$ cat src/rtl/sram_bist_pkg.sv
// Shared definitions for the March C- SRAM BIST controller: element encoding,
// per-element operation table, sequencer states and result widths.
package sram_bist_pkg;

    localparam int unsigned FAIL_CNT_W = 12;

    typedef enum logic [2:0] {
        E_W0       = 3'd0,
        E_R0_W1    = 3'd1,
        E_R1_W0    = 3'd2,
        E_R0_W1_DN = 3'd3,
        E_R1_W0_DN = 3'd4,
        E_R0_FINAL = 3'd5
    } element_t;

    typedef enum logic [1:0] {
        ST_IDLE  = 2'd0,
        ST_RUN   = 2'd1,
        ST_DRAIN = 2'd2,
        ST_DONE  = 2'd3
    } state_t;

    typedef enum logic {
        OP_WR = 1'b0,
        OP_RD = 1'b1
    } op_kind_t;

    // pol = 0 selects the all-zero word, 1 the all-ones word
    typedef struct packed {
        logic     down;
        op_kind_t op0_kind;
        logic     op0_pol;
        op_kind_t op1_kind;
        logic     op1_pol;
        logic [1:0] op_cnt;
    } elem_desc_t;

    // Rows 6 and 7 are unreachable; they keep the index range total.
    localparam elem_desc_t ELEM_TABLE [8] = '{
        '{1'b0, OP_WR, 1'b0, OP_WR, 1'b0, 2'd1},
        '{1'b0, OP_RD, 1'b0, OP_WR, 1'b1, 2'd2},
        '{1'b0, OP_RD, 1'b1, OP_WR, 1'b0, 2'd2},
        '{1'b1, OP_RD, 1'b0, OP_WR, 1'b1, 2'd2},
        '{1'b1, OP_RD, 1'b1, OP_WR, 1'b0, 2'd2},
        '{1'b0, OP_RD, 1'b0, OP_WR, 1'b0, 2'd1},
        '{1'b0, OP_WR, 1'b0, OP_WR, 1'b0, 2'd1},
        '{1'b0, OP_WR, 1'b0, OP_WR, 1'b0, 2'd1}
    };

endpackage

$ cat src/rtl/sram_bist_cmp.sv
// Read-data check stage: registers the expectation of each issued read and
// compares it against the macro output one edge later, capturing the first failure.
module sram_bist_cmp
    import sram_bist_pkg::*;
#(
    parameter int ADDR_WIDTH = 8,
    parameter int DATA_WIDTH = 64
) (
    input  logic                  clk,
    input  logic                  rst,
    input  logic                  clr,
    input  logic                  rd_issue,
    input  logic [DATA_WIDTH-1:0] rd_exp,
    input  logic [ADDR_WIDTH-1:0] rd_addr,
    input  logic [2:0]            rd_elem,
    input  logic [DATA_WIDTH-1:0] dout,
    output logic                  fail,
    output logic [ADDR_WIDTH-1:0] fail_addr,
    output logic [2:0]            fail_element,
    output logic [FAIL_CNT_W-1:0] fail_count
);

    logic                  chk_valid;
    logic [DATA_WIDTH-1:0] chk_exp;
    logic [ADDR_WIDTH-1:0] chk_addr;
    logic [2:0]            chk_elem;
    logic                  mismatch;

    assign mismatch = chk_valid && (dout != chk_exp);

    always_ff @(posedge clk) begin
        if (rst || clr) begin
            chk_valid    <= 1'b0;
            chk_exp      <= '0;
            chk_addr     <= '0;
            chk_elem     <= '0;
            fail         <= 1'b0;
            fail_addr    <= '0;
            fail_element <= '0;
            fail_count   <= '0;
        end else begin
            chk_valid <= rd_issue;
            chk_exp   <= rd_exp;
            chk_addr  <= rd_addr;
            chk_elem  <= rd_elem;
            if (mismatch) begin
                fail <= 1'b1;
                if (fail_count != '1) begin
                    fail_count <= fail_count + 1'b1;
                end
                if (!fail) begin
                    fail_addr    <= chk_addr;
                    fail_element <= chk_elem;
                end
            end
        end
    end

endmodule

$ cat src/rtl/sram_march_bist_ctrl.sv
// March C- BIST sequencer driving the SRAM macro BIST port; one start pulse runs
// all six elements back to back and reports pass/fail with the first failing location.
module sram_march_bist_ctrl
    import sram_bist_pkg::*;
#(
    parameter int ADDR_WIDTH = 8,
    parameter int DATA_WIDTH = 64
) (
    input  logic                  A_BIST_CLK,
    input  logic                  A_BIST_RST,
    input  logic                  start,
    output logic                  A_BIST_EN,
    output logic                  A_BIST_MEN,
    output logic                  A_BIST_WEN,
    output logic                  A_BIST_REN,
    output logic [ADDR_WIDTH-1:0] A_BIST_ADDR,
    output logic [DATA_WIDTH-1:0] A_BIST_DIN,
    output logic [DATA_WIDTH-1:0] A_BIST_BM,
    input  logic [DATA_WIDTH-1:0] A_DOUT,
    output logic                  busy,
    output logic                  done,
    output logic                  fail,
    output logic [ADDR_WIDTH-1:0] fail_addr,
    output logic [2:0]            fail_element,
    output logic [FAIL_CNT_W-1:0] fail_count
);

    localparam logic [ADDR_WIDTH-1:0] ADDR_TOP = '1;

    state_t                state, nxt_state;
    element_t              elem, nxt_elem, inc_elem;
    logic [ADDR_WIDTH-1:0] addr, nxt_addr;
    logic                  op_idx, nxt_op_idx;
    logic                  start_ok;
    logic                  last_op, last_addr;
    logic                  nxt_run, nxt_wr, nxt_pol;
    logic [2:0]            port_elem;
    logic [DATA_WIDTH-1:0] port_exp;

    assign start_ok  = start && ((state == ST_IDLE) || (state == ST_DONE));
    assign inc_elem  = element_t'(elem + 3'd1);
    assign last_op   = (ELEM_TABLE[elem].op_cnt == 2'd1) || op_idx;
    assign last_addr = ELEM_TABLE[elem].down ? (addr == '0) : (addr == ADDR_TOP);

    // The counters always name the operation presented on the port; the port
    // registers are loaded from the next-state values so they change with them.
    always_comb begin
        nxt_state  = state;
        nxt_elem   = elem;
        nxt_addr   = addr;
        nxt_op_idx = op_idx;
        unique case (state)
            ST_IDLE, ST_DONE: begin
                if (start) begin
                    nxt_state  = ST_RUN;
                    nxt_elem   = E_W0;
                    nxt_addr   = '0;
                    nxt_op_idx = 1'b0;
                end
            end
            ST_RUN: begin
                if (!last_op) begin
                    nxt_op_idx = 1'b1;
                end else begin
                    nxt_op_idx = 1'b0;
                    if (!last_addr) begin
                        nxt_addr = ELEM_TABLE[elem].down ? addr - 1'b1 : addr + 1'b1;
                    end else if (elem == E_R0_FINAL) begin
                        nxt_state = ST_DRAIN;
                    end else begin
                        nxt_elem = inc_elem;
                        nxt_addr = ELEM_TABLE[inc_elem].down ? ADDR_TOP : '0;
                    end
                end
            end
            ST_DRAIN: nxt_state = ST_DONE;
            default:  nxt_state = ST_IDLE;
        endcase
    end

    always_comb begin
        nxt_run = (nxt_state == ST_RUN);
        if (nxt_op_idx) begin
            nxt_wr  = (ELEM_TABLE[nxt_elem].op1_kind == OP_WR);
            nxt_pol = ELEM_TABLE[nxt_elem].op1_pol;
        end else begin
            nxt_wr  = (ELEM_TABLE[nxt_elem].op0_kind == OP_WR);
            nxt_pol = ELEM_TABLE[nxt_elem].op0_pol;
        end
    end

    always_ff @(posedge A_BIST_CLK) begin
        if (A_BIST_RST) begin
            state       <= ST_IDLE;
            elem        <= E_W0;
            addr        <= '0;
            op_idx      <= 1'b0;
            A_BIST_EN   <= 1'b0;
            A_BIST_MEN  <= 1'b0;
            A_BIST_WEN  <= 1'b0;
            A_BIST_REN  <= 1'b0;
            A_BIST_ADDR <= '0;
            A_BIST_DIN  <= '0;
            A_BIST_BM   <= '0;
            busy        <= 1'b0;
            done        <= 1'b0;
            port_elem   <= '0;
            port_exp    <= '0;
        end else begin
            state       <= nxt_state;
            elem        <= nxt_elem;
            addr        <= nxt_addr;
            op_idx      <= nxt_op_idx;
            A_BIST_EN   <= (nxt_state == ST_RUN) || (nxt_state == ST_DRAIN);
            busy        <= (nxt_state == ST_RUN) || (nxt_state == ST_DRAIN);
            done        <= (nxt_state == ST_DONE);
            A_BIST_MEN  <= nxt_run;
            A_BIST_WEN  <= nxt_run && nxt_wr;
            A_BIST_REN  <= nxt_run && !nxt_wr;
            A_BIST_ADDR <= nxt_run ? nxt_addr : '0;
            A_BIST_DIN  <= (nxt_run && nxt_wr) ? {DATA_WIDTH{nxt_pol}} : '0;
            A_BIST_BM   <= (nxt_run && nxt_wr) ? '1 : '0;
            port_elem   <= nxt_elem;
            port_exp    <= {DATA_WIDTH{nxt_pol}};
        end
    end

    sram_bist_cmp #(
        .ADDR_WIDTH(ADDR_WIDTH),
        .DATA_WIDTH(DATA_WIDTH)
    ) u_cmp (
        .clk          (A_BIST_CLK),
        .rst          (A_BIST_RST),
        .clr          (start_ok),
        .rd_issue     (A_BIST_REN),
        .rd_exp       (port_exp),
        .rd_addr      (A_BIST_ADDR),
        .rd_elem      (port_elem),
        .dout         (A_DOUT),
        .fail         (fail),
        .fail_addr    (fail_addr),
        .fail_element (fail_element),
        .fail_count   (fail_count)
    );

endmodule

$ cat config.mk
export PLATFORM = sky130hd
export DESIGN_NAME = sram_march_bist_ctrl
export DESIGN_NICKNAME = d
export VERILOG_FILES = /design/src/rtl/sram_bist_pkg.sv /design/src/rtl/sram_bist_cmp.sv /design/src/rtl/sram_march_bist_ctrl.sv
export SDC_FILE = /design/constraint.sdc
export NUM_CORES = 1
export LEC_CHECK = 0
export BUFFER_PORTS_ARGS = -buffer_cell sky130_fd_sc_hd__buf_2
export CAP_MARGIN = 15
export CORE_UTILIZATION = 41
export CTS_CLUSTER_DIAMETER = 40
export DETAILED_ROUTE_END_ITERATION = 8
export GPL_ROUTABILITY_DRIVEN = 0
export PLACE_DENSITY_LB_ADDON = 0.15
export SYNTH_ARGS = -nofsm -noshare
export SYNTH_HDL_FRONTEND = slang
export SYNTH_SLANG_ARGS = --single-unit
$ cat constraint.sdc
create_clock -name A_BIST_CLK -period 3 [get_ports A_BIST_CLK]
set_input_delay 0.75 -clock A_BIST_CLK [delete_from_list [all_inputs] [get_ports A_BIST_CLK]]
set_output_delay 0.75 -clock A_BIST_CLK [all_outputs]
set_load 0.01 [all_outputs]
Word level (Yosys, flattened, before mapping). Memory sizes are Yosys's and may differ from the RTL's. Cells that the tools add are included.

Flip-flop bits (word level): 130. Memory bits (read-only): 168. Bits of input ports: 67. Output and inout bits: 166. Logic and storage cells: 96. Memories: 3.

$add $sub $neg: 4. $lt $le $gt $ge: 3. Eq/ne operators: 11. Mux-type cells: 30. Bitwise logic cells: 8. Reduce and logical (&&, ||, !) cells: 16.

Memories: (name not given) (words 8, bits a word 7, rd ports 1, clocked after Yosys merged registers in 0, write ports 0, RTL line sram_march_bist_ctrl.sv:88) `nxt_pol = ELEM_TABLE[nxt_elem].op0_pol;`; (name not given) (words 8, bits a word 7, rd ports 1, clocked after Yosys merged registers in 0, write ports 0, RTL line sram_march_bist_ctrl.sv:72) `nxt_addr = ELEM_TABLE[inc_elem].down ? ADDR_TOP : '0;`; (name not given) (words 8, bits a word 7, rd ports 1, clocked after Yosys merged registers in 0, write ports 0, RTL line sram_march_bist_ctrl.sv:67) `nxt_addr = ELEM_TABLE[elem].down ? addr - 1'b1 : addr + 1'b1;`.

Operators by type and width (count): 2-to-1 mux 64 bit (1); != test 64 bit (1); 2-to-1 mux 8 bit (6); 2-to-1 mux 7 bit (4); case mux 8 bit (2 select lines) (1); adder 12 x 1 -> 12 bit, second input constant (1); >= comparator 4 bit, second input constant (3); 2-to-1 mux 3 bit (4); 2-to-1 mux 6 bit (2); != test 12 bit, second input constant (1); NOT 3 -> 4 bit (3); adder 8 x 1 -> 8 bit, second input constant (1); == test 2 bit, second input constant (4); == test 8 bit, second input constant (1); logical NOT 8 bit (1); 2-to-1 mux 2 bit (4); subtractor 8 x 1 -> 8 bit, second input constant (1); == test 2 x 1 -> 1 bit, second input constant (3); case mux 2 bit (3 select lines) (1); case mux 3 bit (2 select lines) (1); OR reduction 2 bit (3); 2-to-1 mux 1 bit (5); NOT 1 bit (5); logical AND 1 bit (4); 7 further kinds (11).

Longest topological paths before layout.
Word-level depth: 17. Mapped depth: 12.

Hierarchy. A second synthesis with hierarchy kept.

Cells, all modules: 700. Area total of the unflattened synthesis: 6480.0 sq um.

By module, submodules not included: sram_bist_cmp (instances 1, cells an instance 380, area an instance 3856.2 sq um); sram_march_bist_ctrl (instances 1, cells an instance 320, area an instance 2623.8 sq um).

Worst setup path after synthesis. Ideal clock, no wire load.

Kind: register -> register. Start point: register, netlist name port_elem[0]. End point: register addr[7]. Arrival time: 2.634 ns. Setup slack: 0.238 ns. Stages on the path, launching flop included: 12. Buffers on the path: 0. Clock period less this slack: 2.762 ns. Cells stage by stage: dfxtp_1 inv_1 ha_1 mux2_2 ha_1 a21o_1 a21o_1 a311oi_1 o21ai_0 a41oi_1 o22a_1 nor2_1.

RTL lines: end signal: assignment (RTL line sram_march_bist_ctrl.sv:112) `addr <= nxt_addr;`; end: declaration (RTL line sram_march_bist_ctrl.sv:32) `logic [ADDR_WIDTH-1:0] addr, nxt_addr;`.

==> reports/results.txt <==
The worst setup path is captured at a flop. After technology mapping, the gate count stands at 516. The finished cells cover 4970 µm².

Detailed-route vias per instance: 4.87. The number of primary I/O pins is 233, and the proportion of layout cells with a drive suffix above 1 is 0.426. The number of buffers inserted during clock tree synthesis was 9; the share of the clock period used by the worst path was 0.935. Clock-pin slew was measured on the worst setup and hold paths at 0.08 ns.

The final critical delay including setup and external delays came out at 2.80 ns. 0 antenna diodes ended up in the layout. The final worst clock skew was 0.0109 ns.

The via count of the first global-routing pass is 3,337, and the relative area change from synthesis to final layout is 15.7%. Number of buffers added on ports: 232. The tools report the reported leakage power as 2.57 nW. Most used flip-flop cell after synthesis: sky130_fd_sc_hd__dfxtp_1. In this run the power density over the cells is 395 nW/µm².

The run gives 0 as the final setup violation count. After synthesis the netlist holds a flip-flop and latch count of 66. The Yosys step of the flow raised 0 warnings. The deepest level of the CTS H-tree was 3; the setup slack of the most critical reg-to-reg path was 0.20 ns. The run gives 0.183 as the overall routing resource usage.

The area share of the largest cell type after synthesis works out to 0.307. In this run the worst path has a maximum fanout of 6. The die footprint is 10,900 µm². CTS placed an instance of sky130_fd_sc_hd__clkbuf_8 at the clock tree root.

In this run the vertical extent of the chip is 104 µm. The final route contains 3,807 vias. After detailed routing, the number of remaining DRC violations is 0. The tools report the largest net degree at the start of global routing as 66. The run finished with clean final reports. The tools report the sum of negative setup slack as 0 ns. In the final routed layout, each cell accounts on average for 12.9 µm. The tools report the detailed placer's ending HPWL as 8010 µm. The class of the most critical setup path is reg -> reg. The peak supply drop came out at 0.207 mV.

The clock passes through at most 2 buffers. The first routing iteration left 106 violations. In this run, distinct cell masters in the synthesized netlist total 52. The logs give 37 for the number of placement rows and 10,200 µm² for the core area. The sequential-to-total area share from yosys stat is 0.307, and the first-pass GRT wire length is 16,100 µm. The tools report the total count of max-transition violations in the final report as 0. Summed over all layers, the routed wires come to 10,100 µm. The launching element type of the critical path was a flop. The number of nets handed over by synthesis was 601.

Max-cap violations in this run came to 0. The standard cell area after detailed placement is 4760 µm². By area the synthesized netlist is led by sky130_fd_sc_hd__dfxtp_1, sky130_fd_sc_hd__buf_4, sky130_fd_sc_hd__ha_1. The number of hold violations in the final report was 0.

Async set or reset register ratio after synthesis: 0. For the number of routed nets with antenna violations, the log shows 0. The insertion delay of the later-clocked pin in the worst-skew pair was 0.35 ns.

Measured along the x axis, the die boundary spans 104 µm. Initial antenna violation count: 0. For the overall overflow remaining after global route, the log shows 0.

For the relative max-transition margin, the log shows 0.664. TritonCTS built the clock tree. The run gives 357 MHz as the achievable clock frequency. Mean instance size in the synthesized netlist: 8.33 µm². The tools report the mapped cell area as 4300 µm². The count of nets after finishing is 725, and the slew at the pin closest to its max-slew limit is 0.502 ns.

The clock sink count was 66; the worst path setup slack after routing was 0.195 ns. Number of enable-type register cells in the synthesized netlist: 0. The worst endpoint required time is 3.23 ns.

Worst-case setup slack after placement: 0.0703 ns. Setup repair after global routing left no endpoint under its margin. Kind of path behind the tightest hold check: reg -> reg.

Cell accounting for the most synthesized area: sky130_fd_sc_hd__dfxtp_1. The run gives 6 as the first-pass iteration count of the detailed router. The starting utilization of the core area is 0.420, and the data arrival time of the critical path is 3.03 ns.
-- critical path, stage by stage, from the launching register on --
cell	delay, ns
sky130_fd_sc_hd__dfxtp_1	0.40
sky130_fd_sc_hd__inv_1	0.08
sky130_fd_sc_hd__ha_1	0.21
sky130_fd_sc_hd__mux2_2	0.34
sky130_fd_sc_hd__ha_1	0.29
sky130_fd_sc_hd__a21o_1	0.18
sky130_fd_sc_hd__a21o_1	0.24
sky130_fd_sc_hd__a311oi_4	0.37
sky130_fd_sc_hd__o21ai_0	0.14
sky130_fd_sc_hd__a41oi_1	0.22
sky130_fd_sc_hd__o22a_1	0.18
sky130_fd_sc_hd__nor2_1	0.04
-- layout by cell type, fill, tap and decap left out, types with 2 or more instances in the layout --
master / instances
sky130_fd_sc_hd__a21o_1: 7
sky130_fd_sc_hd__buf_2: 232
sky130_fd_sc_hd__nor3_1: 22
sky130_fd_sc_hd__or3_1: 10
sky130_fd_sc_hd__nand3_1: 11
sky130_fd_sc_hd__or2_2: 2
sky130_fd_sc_hd__nor3b_1: 4
sky130_fd_sc_hd__a2bb2oi_1: 2
sky130_fd_sc_hd__nor2_1: 47
sky130_fd_sc_hd__o21ai_0: 11
sky130_fd_sc_hd__a31oi_1: 3
sky130_fd_sc_hd__a21oi_1: 12
sky130_fd_sc_hd__nor2b_1: 2
sky130_fd_sc_hd__o31ai_1: 2
sky130_fd_sc_hd__o22ai_1: 7
sky130_fd_sc_hd__and2_1: 24
sky130_fd_sc_hd__clkbuf_8: 9
sky130_fd_sc_hd__inv_1: 11
sky130_fd_sc_hd__buf_4: 19
sky130_fd_sc_hd__nand2b_1: 2
sky130_fd_sc_hd__nand2_1: 29
sky130_fd_sc_hd__clkinvlp_4: 3
sky130_fd_sc_hd__or4_1: 8
sky130_fd_sc_hd__a22oi_1: 2
sky130_fd_sc_hd__a31o_2: 2
sky130_fd_sc_hd__ha_1: 17
sky130_fd_sc_hd__and3_1: 6
sky130_fd_sc_hd__dfxtp_1: 65
sky130_fd_sc_hd__o22a_1: 2
sky130_fd_sc_hd__nor4_1: 11
sky130_fd_sc_hd__nand4_1: 12
sky130_fd_sc_hd__xnor2_1: 12
sky130_fd_sc_hd__o2111a_1: 2
sky130_fd_sc_hd__mux2i_1: 13
-- cell usage after synthesis (all sizes together), types with 12 or more instances --
library cell / instances
a21oi: 12
xnor2: 12
and2: 24
nor2: 47
mux2i: 13
ha: 17
dfxtp: 66
nand2: 29
nor3: 22
buf: 132
o21ai: 12
nand4: 12
-- worst paths after layout --
kind	cells after the start	to	start
worst max-delay path	11	addr[7]	port_elem[1]
worst min-delay path	1	u_cmp.chk_exp[0]	port_exp[0]
worst max register to register	11	addr[7]	port_elem[1]
worst min register to register	1	u_cmp.chk_exp[0]	port_exp[0]
-- flip-flops by register name, summed over array words and instances (netlist names), 2 cells and up --
name / cells
u_cmp.fail_element: 3
u_cmp.fail_addr: 8
A_BIST_ADDR: 8
u_cmp.fail_count: 12
u_cmp.chk_addr: 8
u_cmp.chk_elem: 3
state: 2
addr: 8
port_elem: 3
-- cell families (layout without fill, tap and decap cells) --
group / Yosys count / after routing / synth area share
and+or+nand+nor: 192 / 192 / 0.230
buffers and inverters: 149 / 278 / 0.245
DFF: 66 / 66 / 0.307
AOI/OAI and AO/OA: 64 / 64 / 0.104
adders and majority gates: 18 / 18 / 0.0541
muxes: 14 / 14 / 0.0329
xor gates and xnor gates: 13 / 13 / 0.0265
-- routing by layer --
metal  share of wire  vias to the layer above  GRT usage
met2            0.51                      140      0.335
met4           0.013                        0     0.0612
met1            0.43                     1731      0.213
met5               0                        -          0
li1                -                     1923          -
met3           0.047                       13     0.0320
-- cell type report --
cell class	instances	area, µm²
clock buffers	10	128
clock inverters	6	66.3
fillers	1010	5260
inverters	11	41.3
multi-input cells	301	1940
flip-flops and latches	66	1320
well taps	136	170
repair buffers	251	1300
-- per-stage QoR --
step	total power (W)	instances	utilization	hold slack, ns
floorplan	0.00120	516	-	0.406
global placement	0.00124	765	0.465	0.413
detailed placement	0.00124	765	0.465	0.428
CTS	0.00199	781	0.484	0.446
global route	0.00205	781	0.486	0.481
finish	0.00196	781	0.486	0.448
-- timing repair --
item,CTS,global route
endpoints found under the setup margin,0,3
buffers inserted,0,0
gates resized for setup,0,3
hold buffers,0,0
-- report_power, final --
part | internal, W | switching, W | total, W | leakage, nW
logic | 0.000139 | 0.000191 | 0.000330 | 1.94
clock network | 0.000385 | 0.000356 | 0.000741 | 0.0889
registers | 0.000885 | 0.00000604 | 0.000891 | 0.533
(Power assumes the default switching activity.)
